<file path="src/rtl/serial_adder_ctrl_if.sv">
// Operand and result valid/ready bundle for serial_adder_ctrl.
// o_overflow exists only when SERIAL_ADDER_CTRL_OVERFLOW_EN is defined.
interface serial_adder_ctrl_if #(
    parameter int WIDTH = 32
);
    logic             i_valid;
    logic             o_ready;
    logic [WIDTH-1:0] i_a;
    logic [WIDTH-1:0] i_b;
    logic             i_carry_in;
    logic             o_valid;
    logic             i_ready;
    logic [WIDTH-1:0] o_s;
    logic             o_carry_out;
`ifdef SERIAL_ADDER_CTRL_OVERFLOW_EN
    logic             o_overflow;
`endif

    modport slave (
        input  i_valid, i_a, i_b, i_carry_in, i_ready,
`ifdef SERIAL_ADDER_CTRL_OVERFLOW_EN
        output o_overflow,
`endif
        output o_ready, o_valid, o_s, o_carry_out
    );

    modport master (
        output i_valid, i_a, i_b, i_carry_in, i_ready,
`ifdef SERIAL_ADDER_CTRL_OVERFLOW_EN
        input  o_overflow,
`endif
        input  o_ready, o_valid, o_s, o_carry_out
    );
endinterface

</file>
<file path="src/rtl/serial_adder_ctrl.sv">
// Wide adder that time-shares one 4-bit ripple adder, one nibble per cycle.
// Define SERIAL_ADDER_CTRL_OVERFLOW_EN to add the signed-overflow output.
module serial_adder_ctrl_rca4 (
    input  logic [3:0] a,
    input  logic [3:0] b,
    input  logic       ci,
    output logic [3:0] s,
    output logic       co
);
    logic [4:0] c;

    always_comb begin
        c    = '0;
        s    = '0;
        c[0] = ci;
        for (int i = 0; i < 4; i++) begin
            s[i]   = a[i] ^ b[i] ^ c[i];
            c[i+1] = (a[i] & b[i]) | (c[i] & (a[i] ^ b[i]));
        end
        co = c[4];
    end
endmodule

module serial_adder_ctrl #(
    parameter int WIDTH = 32
) (
    input  logic                    i_clk,
    input  logic                    i_rst_n,
    serial_adder_ctrl_if.slave      bus
);
    localparam int N  = WIDTH / 4;
    localparam int CW = (N > 1) ? $clog2(N) : 1;

    typedef enum logic [1:0] {IDLE, RUN, DONE} state_t;

    state_t           state_q, state_d;
    logic [WIDTH-1:0] a_q, a_d;
    logic [WIDTH-1:0] b_q, b_d;
    logic [WIDTH-1:0] res_q, res_d;
    logic [WIDTH-1:0] s_q, s_d;
    logic [CW-1:0]    cnt_q, cnt_d;
    logic             cy_q, cy_d;
    logic             co_q, co_d;
    logic             ready_q, ready_d;
    logic             valid_q, valid_d;
`ifdef SERIAL_ADDER_CTRL_OVERFLOW_EN
    logic             amsb_q, amsb_d;
    logic             bmsb_q, bmsb_d;
    logic             ovf_q, ovf_d;
`endif

    logic [3:0] nib_s;
    logic       nib_co;

    serial_adder_ctrl_rca4 u_rca (
        .a  (a_q[3:0]),
        .b  (b_q[3:0]),
        .ci (cy_q),
        .s  (nib_s),
        .co (nib_co)
    );

    always_comb begin
        state_d = state_q;
        a_d     = a_q;
        b_d     = b_q;
        res_d   = res_q;
        s_d     = s_q;
        cnt_d   = cnt_q;
        cy_d    = cy_q;
        co_d    = co_q;
        ready_d = ready_q;
        valid_d = valid_q;
`ifdef SERIAL_ADDER_CTRL_OVERFLOW_EN
        amsb_d  = amsb_q;
        bmsb_d  = bmsb_q;
        ovf_d   = ovf_q;
`endif
        unique case (state_q)
            IDLE: begin
                if (bus.i_valid && ready_q) begin
                    a_d     = bus.i_a;
                    b_d     = bus.i_b;
                    cy_d    = bus.i_carry_in;
                    cnt_d   = '0;
                    ready_d = 1'b0;
                    state_d = RUN;
`ifdef SERIAL_ADDER_CTRL_OVERFLOW_EN
                    amsb_d  = bus.i_a[WIDTH-1];
                    bmsb_d  = bus.i_b[WIDTH-1];
`endif
                end
            end
            RUN: begin
                // sum nibbles enter at the top so the LSB nibble lands at bit 0
                a_d   = a_q >> 4;
                b_d   = b_q >> 4;
                cy_d  = nib_co;
                res_d = (res_q >> 4) | (WIDTH'(nib_s) << (WIDTH - 4));
                cnt_d = cnt_q + 1'b1;
                if (cnt_q == CW'(N - 1)) begin
                    s_d     = res_d;
                    co_d    = nib_co;
                    valid_d = 1'b1;
                    state_d = DONE;
`ifdef SERIAL_ADDER_CTRL_OVERFLOW_EN
                    ovf_d   = (amsb_q == bmsb_q) && (nib_s[3] != amsb_q);
`endif
                end
            end
            DONE: begin
                if (bus.i_ready) begin
                    valid_d = 1'b0;
                    ready_d = 1'b1;
                    state_d = IDLE;
                end
            end
            default: begin
                valid_d = 1'b0;
                ready_d = 1'b1;
                state_d = IDLE;
            end
        endcase
    end

    always_ff @(posedge i_clk or negedge i_rst_n) begin
        if (!i_rst_n) begin
            state_q <= IDLE;
            a_q     <= '0;
            b_q     <= '0;
            res_q   <= '0;
            s_q     <= '0;
            cnt_q   <= '0;
            cy_q    <= 1'b0;
            co_q    <= 1'b0;
            ready_q <= 1'b1;
            valid_q <= 1'b0;
`ifdef SERIAL_ADDER_CTRL_OVERFLOW_EN
            amsb_q  <= 1'b0;
            bmsb_q  <= 1'b0;
            ovf_q   <= 1'b0;
`endif
        end else begin
            state_q <= state_d;
            a_q     <= a_d;
            b_q     <= b_d;
            res_q   <= res_d;
            s_q     <= s_d;
            cnt_q   <= cnt_d;
            cy_q    <= cy_d;
            co_q    <= co_d;
            ready_q <= ready_d;
            valid_q <= valid_d;
`ifdef SERIAL_ADDER_CTRL_OVERFLOW_EN
            amsb_q  <= amsb_d;
            bmsb_q  <= bmsb_d;
            ovf_q   <= ovf_d;
`endif
        end
    end

    assign bus.o_ready     = ready_q;
    assign bus.o_valid     = valid_q;
    assign bus.o_s         = s_q;
    assign bus.o_carry_out = co_q;
`ifdef SERIAL_ADDER_CTRL_OVERFLOW_EN
    assign bus.o_overflow  = ovf_q;
`endif
endmodule

</file>
<file path="src/flat_wrapper.sv">
// flat-port wrapper written by rule: the top's interface ports become plain ports
module serial_adder_ctrl_flat 
#(
    parameter int WIDTH = 32
)
  (i_clk, i_rst_n, bus_i_valid, bus_i_a, bus_i_b, bus_i_carry_in, bus_i_ready, bus_o_ready, bus_o_valid, bus_o_s, bus_o_carry_out);
  serial_adder_ctrl_if #(.WIDTH(WIDTH)) bus_i ();
  input  logic i_clk;
  input  logic i_rst_n;
  input wire logic [$bits(bus_i.i_valid)-1:0] bus_i_valid;
  input wire logic [$bits(bus_i.i_a)-1:0] bus_i_a;
  input wire logic [$bits(bus_i.i_b)-1:0] bus_i_b;
  input wire logic [$bits(bus_i.i_carry_in)-1:0] bus_i_carry_in;
  input wire logic [$bits(bus_i.i_ready)-1:0] bus_i_ready;
  output wire logic [$bits(bus_i.o_ready)-1:0] bus_o_ready;
  output wire logic [$bits(bus_i.o_valid)-1:0] bus_o_valid;
  output wire logic [$bits(bus_i.o_s)-1:0] bus_o_s;
  output wire logic [$bits(bus_i.o_carry_out)-1:0] bus_o_carry_out;
  assign bus_i.i_valid = bus_i_valid;
  assign bus_i.i_a = bus_i_a;
  assign bus_i.i_b = bus_i_b;
  assign bus_i.i_carry_in = bus_i_carry_in;
  assign bus_i.i_ready = bus_i_ready;
  assign bus_o_ready = bus_i.o_ready;
  assign bus_o_valid = bus_i.o_valid;
  assign bus_o_s = bus_i.o_s;
  assign bus_o_carry_out = bus_i.o_carry_out;
  serial_adder_ctrl #(.WIDTH(WIDTH)) u_core (.i_clk(i_clk), .i_rst_n(i_rst_n), .bus(bus_i));
endmodule
</file>
<file path="config.mk">
export PLATFORM = sky130hd
export DESIGN_NAME = serial_adder_ctrl_flat
export DESIGN_NICKNAME = d
export VERILOG_FILES = /design/src/rtl/serial_adder_ctrl_if.sv /design/src/rtl/serial_adder_ctrl.sv /design/src/flat_wrapper.sv
export SDC_FILE = /design/constraint.sdc
export NUM_CORES = 1
export LEC_CHECK = 0
export ABC_AREA = 1
export CAP_MARGIN = 20
export CORE_MARGIN = 1
export CORE_UTILIZATION = 48
export DETAILED_ROUTE_END_ITERATION = 10
export GPL_TIMING_DRIVEN = 0
export PLACE_DENSITY = 0.76
export SYNTH_ARGS = -nofsm -noshare
export SYNTH_HDL_FRONTEND = slang
export SYNTH_HIERARCHICAL = 1
export SYNTH_SLANG_ARGS = --single-unit
</file>
<file path="constraint.sdc">
create_clock -name i_clk -period 2.05 [get_ports i_clk]
set_input_delay 0.3075 -clock i_clk [delete_from_list [all_inputs] [get_ports i_clk]]
set_output_delay 0.3075 -clock i_clk [all_outputs]
set_load 0.01 [all_outputs]
</file>
==> flow_metrics.env, run 1 <==
export IMPL_synthesis_area_um2=6165
export IMPL_critPathSlowestCell="fa_1"
export IMPL_power_switching_uw=5014
export IMPL_tritoncts_num_buffers=17
export IMPL_sw_frac_of_total=0.3836
export IMPL_placement_rows=41
export IMPL_dr_pass1_iters=5
export IMPL_overflow=0
export IMPL_setup_viol_count_final=2
export IMPL_power_density_cell_area_nw_per_um2=1613
export IMPL_min_path_type="in2async"
export IMPL_max_clock_freq_mhz=457.2
export IMPL_syn_nets=827
export IMPL_synth_ff_latch_count=133
export IMPL_intPower_uw=8057
export IMPL_ys_seq_area_frac=0.5401
export IMPL_drc_errors=0
export IMPL_crit_top_cell="inv_2"
export IMPL_crit_path_start_kind="register"
export IMPL_finalHoldWorstSlack_ps=356.8
export IMPL_grt_max_degree=98
export IMPL_place_congestion=0.8204
export IMPL_multiInputGateArea_um2=2320
export IMPL_worst_skew_pair_late_latency_ps=410
export IMPL_layout_area_overhead_vs_synth_pct=31.42
export IMPL_clock_skew_final_ps=7.366
export IMPL_boundaryPins=104
export IMPL_post_route_min_period_ps=2187
export IMPL_largest_buffer_count_on_any_clock_path=2
export IMPL_synthesis_yosys_warnings=6
export IMPL_yosysTopAreaCellShare=0.5358
export IMPL_port_buffer_count=103
export IMPL_cts_tree="done"
export IMPL_drtAntennaViolNets=0
export IMPL_drt_total_wl_um=15030
export IMPL_chipHeight_um=115.3
export IMPL_avgSynthCellArea_um2=8.198
export IMPL_clock_tree_htree_level_count=4
export IMPL_period_share=1.067
export IMPL_rsz0062_at_grt="true"
export IMPL_power_frac_seq=0.337
export IMPL_synth_largest_area_cell="dfrtp_1"
export IMPL_share_clk_of_total_power=0.246
export IMPL_status="finished with violations"
export IMPL_critical_path_cell_chain="fa_2 > inv_2 > fa_2 > inv_2 > fa_2 > inv_2 > fa_1 > inv_1 > inv_2 > o21ai_1"
export IMPL_grt_pass1_vias=5197
export IMPL_critPathMaxStageDelay_ps=410
export IMPL_final_net_count=953
export IMPL_maxSlewViolCount=0
export IMPL_detailroute_via_count=5401
export IMPL_post_drt_wl_per_cell_um=14.16
export IMPL_detail_route_iter0_violations=351
export IMPL_worst_r2r_path_depth=10
export IMPL_worst_slack_ps=-137.3
export IMPL_initial_utilization=0.4905
export IMPL_combinationalPowerShare=0.417
export IMPL_cts_root_buf="clkbuf_16"
export IMPL_timing_final_hold_violations=0
export IMPL_detail_route_vias_per_cell=5.086
export IMPL_post_synth_main_area_contributors="dfrtp_1 (54%), nand2_1 (19%), nand3_1 (11%)"
export IMPL_peakVddDrop_mv=0.6292
export IMPL_power_leakage_uw=0.004114
export IMPL_timing_max_slew_rel_slack=0.6012
export IMPL_grt_total_usage=0.2425
export IMPL_die_width_um=115.3
export IMPL_synthesis_instances=752
export IMPL_ff_latch_area_um2=3329
export IMPL_worst_path_buf_inv=5
export IMPL_die_area_um2=13300
export IMPL_drv_max_cap_violation_count=0
export IMPL_critical_path_required_ps=2380
export IMPL_antenna_found_initial=0
export IMPL_drive_gt1_frac=0.1067
export IMPL_synth_cell_type_count=23
export IMPL_cts_sinks=133
export IMPL_filler_cell_count=1070
export IMPL_failing_checks="setup timing"
export IMPL_cts_clk_slew_worst_paths_ps=60
export IMPL_critPathCaptureType="register"
export IMPL_design_core_area_um2=12570
export IMPL_global_route_wire_length_before_repair_um=24830
export IMPL_critPathKind="reg2reg"
export IMPL_tightestPinTransition_ps=596.0
export IMPL_dp_worst_setup_slack_ps=-108.1
export IMPL_cp_max_fo=2
export IMPL_crit_family="adder cells"
export IMPL_antenna_cells=0
export IMPL_dp_hpwl_um=10180
export IMPL_cp_num_cells=10
export IMPL_critPathArrivalTime_ps=2520
## final timing paths
path,slack (ps),from,to
min in group i_clk,450,bus_i_a[31],u_core/a_q[31]
worst max register to register,-140,u_core/cy_q,u_core/res_q[31]
worst min-delay path,360,i_rst_n,u_core/bus.o_s[7]
worst min register to register,480,u_core/cnt_q[0],u_core/cnt_q[0]
max in group asynchronous,920,i_rst_n,u_core/a_q[28]
worst max-delay path,-140,u_core/cy_q,u_core/res_q[31]
## cells in the final DEF, fill, tap and decap left out, drive strengths merged
cell / count
a21oi: 2
buf: 52
bufinv: 4
clkbuf: 23
clkdlybuf4s50: 102
clkinv: 6
dfrtp: 132
dfstp: 1
dlygate4sd3: 1
fa: 4
ha: 2
inv: 53
nand2: 310
nand3: 132
nor2: 1
o21ai: 63
o22ai: 1
o31ai: 1
## cell usage after synthesis, drive strengths merged
library cell,instances
dfstp,1
nand3,132
buf,48
o22ai,1
o31ai,1
dfrtp,132
nand2,310
clkbuf,6
inv,49
a21oi,2
nor2,1
ha,2
o21ai,63
fa,4
## area by class of cell
| cell class | instances | area share |
|---|---|---|
| clock buffer | 17 | 0.05251 |
| tap | 172 | 0.02656 |
| clock inverter | 14 | 0.02471 |
| inverter | 49 | 0.02270 |
| buffer | 54 | 0.04232 |
| sequential | 133 | 0.4110 |
| multi-input combinational | 516 | 0.2863 |
| timing repair buffer | 107 | 0.1339 |
## flip-flops by register name, summed over array words and instances (netlist names)
signal,count
u_core/bus.o_carry_out,1
u_core/state_q,2
u_core/cy_q,1
u_core/bus.o_valid,1
u_core/a_q,32
u_core/b_q,32
u_core/bus.o_s,32
u_core/bus.o_ready,1
u_core/cnt_q,3
u_core/res_q,28
## per-layer routing
metal  vias to the layer above  global-route usage  routed length, um
met4                         0             0.08312                172
met5                         -                   0                  0
met3                        17             0.04586                761
met1                      2584              0.3304               6765
li1                       2648                   -                  -
met2                       152              0.3904               7334
## power groups by stage
stage                     combinational, uW  sequential [uW]  clock [uW]
after floorplan                        3500             4410           0
after global placement                 5210             4400           0
after detailed placement               5340             4410           0
after CTS                              5420             4400        3250
after global routing                   6160             4530        3360
final                                  5460             4400        3210
## cells by family after synthesis
logic type	share of synthesized area
DFF	0.5401
AOI/OAI and AO/OA	0.05500
and+or+nand+nor	0.3024
buffers and inverters	0.08545
adders and majority gates	0.01705
## through the flow
stage	TNS, ps	total power, uW	std cells	cell area [um2]	util
2_1_floorplan	-27.99	7913	752	6172	-
3_5_place_dp	-201.6	9759	1028	7447	0.5925
5_1_grt	-516.7	14040	1062	8102	0.6446
3_3_place_gp	-607160	9615	1027	7418	0.5902
4_1_cts	-246.1	13070	1060	8083	0.6431
6_report	-267.3	13070	1062	8102	0.6446
## worst register-to-register path: cells and delay by family, from the launching register on
| family | cells | cell delay (ps) |
|---|---|---|
| adder cells (fa/ha/maj) | 4 | 1300 |
| AO/OA/AOI/OAI | 1 | 120 |
| buffers and inverters | 5 | 290 |
| flip-flops | 1 | 400 |
## repair_timing
| action | in CTS | in global routing |
|---|---|---|
| setup endpoints to repair | 2 | 4 |
| pin swaps | 4 | 2 |
| endpoints found under the hold margin | 35 | 0 |
| resized for setup | 2 | 2 |
| buffers inserted | 0 | 2 |
| hold buffers | 1 | 0 |
No activity file was read; power rests on OpenSTA's default activity.
==> run 2, diff against run 1 <==
- CORE_UTILIZATION: 48 -> 45
- PLACE_DENSITY: 0.76 -> 0.72
==> flow_metrics.env, run 2 (synthesized netlist as in run 1, its figures left out) <==
export IMPL_leading_cell_types_in_the_layout_fill_and_taps_excluded="nand2_1 (308), dfrtp_1 (132), nand3_1 (130)"
export IMPL_status="finished with violations"
export IMPL_placed_cell_area_um2=7452
export IMPL_worst_slack_ps=-125.5
export IMPL_max_clock_freq_mhz=459.7
export IMPL_largest_buffer_count_on_any_clock_path=2
export IMPL_dp_worst_setup_slack_ps=-133.2
export IMPL_die_area_um2=14170
export IMPL_global_route_wire_length_before_repair_um=25070
export IMPL_grt_total_usage=0.2287
export IMPL_design_core_area_um2=13300
export IMPL_critPathCaptureType="register"
export IMPL_maxSlewViolCount=0
export IMPL_clock_skew_final_ps=6.330
export IMPL_rsz0062_at_grt="true"
export IMPL_worst_skew_pair_late_latency_ps=420
export IMPL_final_net_count=952
export IMPL_cts_sinks=133
export IMPL_drtAntennaViolNets=0
export IMPL_grt_met2_usage=0.3539
export IMPL_post_route_min_period_ps=2175
export IMPL_tritoncts_num_buffers=17
export IMPL_finalHoldWorstSlack_ps=408.0
export IMPL_initial_utilization=0.4637
export IMPL_drt_total_wl_um=15100
export IMPL_timing_max_slew_rel_slack=0.6026
export IMPL_clock_tree_htree_level_count=4
export IMPL_grtUsageMet3=0.04885
export IMPL_drv_max_cap_violation_count=0
export IMPL_critPathKind="reg2reg"
export IMPL_critical_path_required_ps=2390
export IMPL_crit_path_start_kind="register"
export IMPL_boundaryPins=104
export IMPL_detail_route_iter0_violations=410
export IMPL_power_density_cell_area_nw_per_um2=1617
export IMPL_detail_route_vias_per_cell=5.024
export IMPL_die_width_um=119.0
export IMPL_min_path_type="in2async"
export IMPL_power_uw=13130
export IMPL_cts_tree="done"
export IMPL_power_leakage_uw=0.004113
export IMPL_grt_pass1_vias=5009
export IMPL_setup_viol_count_final=2
export IMPL_setup_total_negative_slack_ps=-232.1
export IMPL_layout_cells_most_common="nand2_1"
export IMPL_dp_hpwl_um=10300
export IMPL_layout_area_overhead_vs_synth_pct=31.78
export IMPL_drc_errors=0
export IMPL_antenna_found_initial=0
export IMPL_filler_cell_count=1152
export IMPL_overflow=0
export IMPL_grt_max_degree=83
export IMPL_chipHeight_um=119.0
export IMPL_drive_gt1_frac=0.1057
export IMPL_cts_root_buf="clkbuf_16"
export IMPL_tightestPinTransition_ps=593.9
export IMPL_place_congestion=0.8588
export IMPL_cp_max_fo=2
export IMPL_post_drt_wl_per_cell_um=14.18
export IMPL_dr_pass1_iters=4
export IMPL_period_share=1.061
export IMPL_fin_area_um2=8124
export IMPL_timing_final_hold_violations=0
export IMPL_placement_rows=42
export IMPL_failing_checks="setup timing"
export IMPL_port_buffer_count=103
export IMPL_peakVddDrop_mv=0.7850
export IMPL_ff_latch_area_um2=3329
export IMPL_busiest_layer="met2"
export IMPL_critPathArrivalTime_ps=2520
export IMPL_cts_clk_slew_worst_paths_ps=60
export IMPL_grt_use_met1=0.3220
export IMPL_antenna_cells=0
export IMPL_detailroute_via_count=5351
export IMPL_multiInputGateArea_um2=2320
run 2: stage by stage:
step           instances    util
5_1_grt             1065  0.6110
2_1_floorplan        752       -
6_report            1065  0.6110
3_5_place_dp        1032  0.5605
3_3_place_gp        1031  0.5583
4_1_cts             1065  0.6108
run 2: repair_timing:
action	4_1_cts	5_1_grt
pin swaps	2	3
hold buffers	1	0
gates resized for setup	2	2
setup endpoints to repair	2	4
endpoints found under the hold margin	51	0
buffers inserted	1	0
run 2: worst paths after layout:
kind,slack [ps],to,depth (start not counted),start
worst max-delay path,-130,u_core/res_q[31],10,u_core/cy_q
worst min-delay path,410,u_core/bus.o_s[11],2,i_rst_n
worst max register to register,-130,u_core/res_q[31],10,u_core/cy_q
worst min register to register,480,u_core/bus.o_s[3],2,u_core/bus.o_s[3]
max in group asynchronous,870,u_core/bus.o_ready,3,i_rst_n
min in group i_clk,460,u_core/a_q[31],3,bus_i_a[31]
run 2: power by group:
part / total (uW) / switching, uW / internal, uW / leakage, uW
logic: 5420 / 3190 / 2230 / 0.00208
clock network: 3290 / 1130 / 2170 / 0.000312
registers: 4410 / 643 / 3770 / 0.00172
run 2: area by class of cell:
type                       count  area share
sequential                   133      0.4098
multi-input combinational    516      0.2855
timing repair buffer         106      0.1326
clock buffer                  21     0.05914
buffer                        54     0.04220
tap                          176     0.02711
inverter                      49     0.02264
clock inverter                10     0.02095
run 2: worst max-delay path, cell delays in order (launching register included):
cell and delay (ps):
dfrtp_1 400, fa_2 400, inv_2 60, fa_2 180
inv_2 40, fa_2 320, inv_2 60, fa_1 400
inv_1 90, inv_2 40, o21ai_1 100
run 2: metal layers:
metal / wire length [um] / share of wire / vias up
met3: 640 / 0.042 / 11
met1: 7003 / 0.46 / 2548
met5: 0 / 0 / -
met2: 7298 / 0.48 / 149
met4: 156 / 0.010 / 0
li1: - / - / 2643
==> run 3, diff against run 2 <==
- CELL_PAD_IN_SITES_DETAIL_PLACEMENT: default -> 1
- CELL_PAD_IN_SITES_GLOBAL_PLACEMENT: default -> 2
- CORE_UTILIZATION: 45 -> 28
- PLACE_DENSITY: 0.72 -> default
- PLACE_DENSITY_LB_ADDON: default -> 0.1
==> flow_metrics.env, run 3 (synthesized netlist as in run 1, its figures left out) <==
export IMPL_layout_area_overhead_vs_synth_pct=32.62
export IMPL_worst_r2r_path_depth=10
export IMPL_drv_max_cap_violation_count=0
export IMPL_period_share=1.062
export IMPL_grt_max_degree=89
export IMPL_share_clk_of_total_power=0.230
export IMPL_combinationalPowerShare=0.429
export IMPL_power_density_cell_area_nw_per_um2=1589
export IMPL_tightestPinTransition_ps=654.7
export IMPL_max_clock_freq_mhz=459.5
export IMPL_critical_path_cell_chain="fa_2 > inv_2 > fa_2 > inv_2 > fa_2 > inv_2 > fa_1 > inv_1 > inv_2 > o21ai_1"
export IMPL_power_leakage_uw=0.004077
export IMPL_clock_tree_htree_level_count=4
export IMPL_grt_total_usage=0.1757
export IMPL_tritoncts_num_buffers=17
export IMPL_setup_total_negative_slack_ps=-243.4
export IMPL_leading_cell_types_in_the_layout_fill_and_taps_excluded="nand2_1 (308), dfrtp_1 (132), nand3_1 (130)"
export IMPL_maxSlewViolCount=0
export IMPL_crit_family="adder cells"
export IMPL_die_width_um=150.4
export IMPL_wirelength_met1_um=8822
export IMPL_failing_checks="setup timing"
export IMPL_dp_hpwl_um=13210
export IMPL_status="finished with violations"
export IMPL_cts_clk_slew_worst_paths_ps=60
export IMPL_min_path_type="in2async"
export IMPL_overflow=0
export IMPL_crit_path_start_kind="register"
export IMPL_final_net_count=952
export IMPL_routed_wl_met2_um=8725
export IMPL_chipHeight_um=150.4
export IMPL_crit_top_cell="inv_2"
export IMPL_worst_skew_pair_late_latency_ps=420
export IMPL_critical_path_required_ps=2390
export IMPL_rsz0062_at_grt="true"
export IMPL_critPathCaptureType="register"
export IMPL_drt_total_wl_um=18240
export IMPL_drive_gt1_frac=0.1067
export IMPL_setup_viol_count_final=2
export IMPL_stdcell_count=1165
export IMPL_largest_buffer_count_on_any_clock_path=2
export IMPL_initial_utilization=0.2896
export IMPL_placed_cell_area_um2=7576
export IMPL_placement_rows=53
export IMPL_port_buffer_count=103
export IMPL_layout_cells_most_common="nand2_1"
export IMPL_antenna_found_initial=0
export IMPL_sw_frac_of_total=0.4047
export IMPL_regToRegEndpoint="u_core/res_q[31]"
export IMPL_critPathKind="reg2reg"
export IMPL_post_route_min_period_ps=2176
export IMPL_detailroute_via_count=5413
export IMPL_worst_r2r_setup_slack_ps=-130
export IMPL_grt_pass1_vias=5715
export IMPL_worst_path_buf_inv=5
export IMPL_cts_sinks=133
export IMPL_intPower_uw=7734
export IMPL_dp_worst_setup_slack_ps=-149.3
export IMPL_global_route_wire_length_before_repair_um=30350
export IMPL_boundaryPins=104
export IMPL_power_frac_seq=0.342
export IMPL_route_top_layer_used="met4"
export IMPL_critPathArrivalTime_ps=2520
export IMPL_timing_rr_start="u_core/cy_q"
export IMPL_clock_skew_final_ps=9.694
export IMPL_die_area_um2=22610
export IMPL_timing_max_slew_rel_slack=0.5619
export IMPL_post_drt_wl_per_cell_um=15.66
export IMPL_cp_max_fo=2
export IMPL_cts_root_buf="clkbuf_16"
export IMPL_power_switching_uw=5257
export IMPL_dr_pass1_iters=4
export IMPL_critPathSlowestCell="dfrtp_1"
export IMPL_drtAntennaViolNets=0
export IMPL_critPathMaxStageDelay_ps=400
export IMPL_detail_route_iter0_violations=192
export IMPL_fin_area_um2=8175
export IMPL_peakVddDrop_mv=0.5607
export IMPL_place_detailed_instances=1131
export IMPL_cts_tree="done"
export IMPL_design_core_area_um2=21290
export IMPL_worst_slack_ps=-126.1
export IMPL_timing_final_hold_violations=0
export IMPL_place_congestion=0.7534
export IMPL_drc_errors=0
export IMPL_antenna_cells=0
export IMPL_detail_route_vias_per_cell=4.646
export IMPL_wl_met3_um=558
## run 3: worst max-delay path by stage
stage,startpoint,to,slack [ps],cells past startpoint
after floorplan,u_core/cy_q,u_core/res_q[31],-10,10
after global placement,i_rst_n,u_core/b_q[4],-5030,1
after detailed placement,u_core/cy_q,u_core/res_q[31],-150,10
after CTS,u_core/a_q[0],u_core/res_q[31],-150,10
after global routing,u_core/cy_q,u_core/res_q[31],-200,10
final,u_core/cy_q,u_core/res_q[31],-130,10
## run 3: stage by stage
stage | total power [uW] | hold slack [ps] | util
final | 12990 | 393.3 | 0.3841
after global routing | 14180 | 429.9 | 0.3841
after CTS | 13230 | 410.8 | 0.3839
after detailed placement | 10130 | 279.8 | 0.3559
after global placement | 9953 | 466.8 | 0.3546
after floorplan | 7913 | 11.91 | -
## run 3: timing repair
item,in CTS,in global routing
resized for setup,2,2
endpoints found under the setup margin,3,3
endpoints found under the hold margin,45,0
pin swaps,4,3
buffers inserted,1,0
hold buffers,1,0
## run 3: cell type report
type / instances / area [um2]
buffer: 54 / 342.8
clock buffer: 18 / 439.2
clock inverter: 14 / 138.9
fill: 2503 / 13110
inverter: 49 / 183.9
multi-input combinational: 516 / 2320
sequential: 133 / 3329
tap: 275 / 344.1
timing repair buffer: 106 / 1077
## run 3: power by group through the flow
| stage | Combinational, uW | Sequential, uW | Clock, uW |
|---|---|---|---|
| 3_5_place_dp | 5640 | 4490 | 0 |
| 2_1_floorplan | 3500 | 4410 | 0 |
| 5_1_grt | 6400 | 4580 | 3200 |
| 6_report | 5570 | 4440 | 2980 |
| 3_3_place_gp | 5500 | 4450 | 0 |
| 4_1_cts | 5700 | 4460 | 3070 |
## run 3: worst register-to-register path, stage by stage (launching register included)
cell and delay (ps):
dfrtp_1 400, fa_2 390, inv_2 70, fa_2 190
inv_2 40, fa_2 330, inv_2 60, fa_1 400
inv_1 80, inv_2 50, o21ai_1 110
## run 3: layer usage
layer	global-route usage	vias to the layer above
met5	0	-
met4	0.04545	0
met3	0.03333	10
met2	0.2841	75
met1	0.2404	2681
li1	-	2647
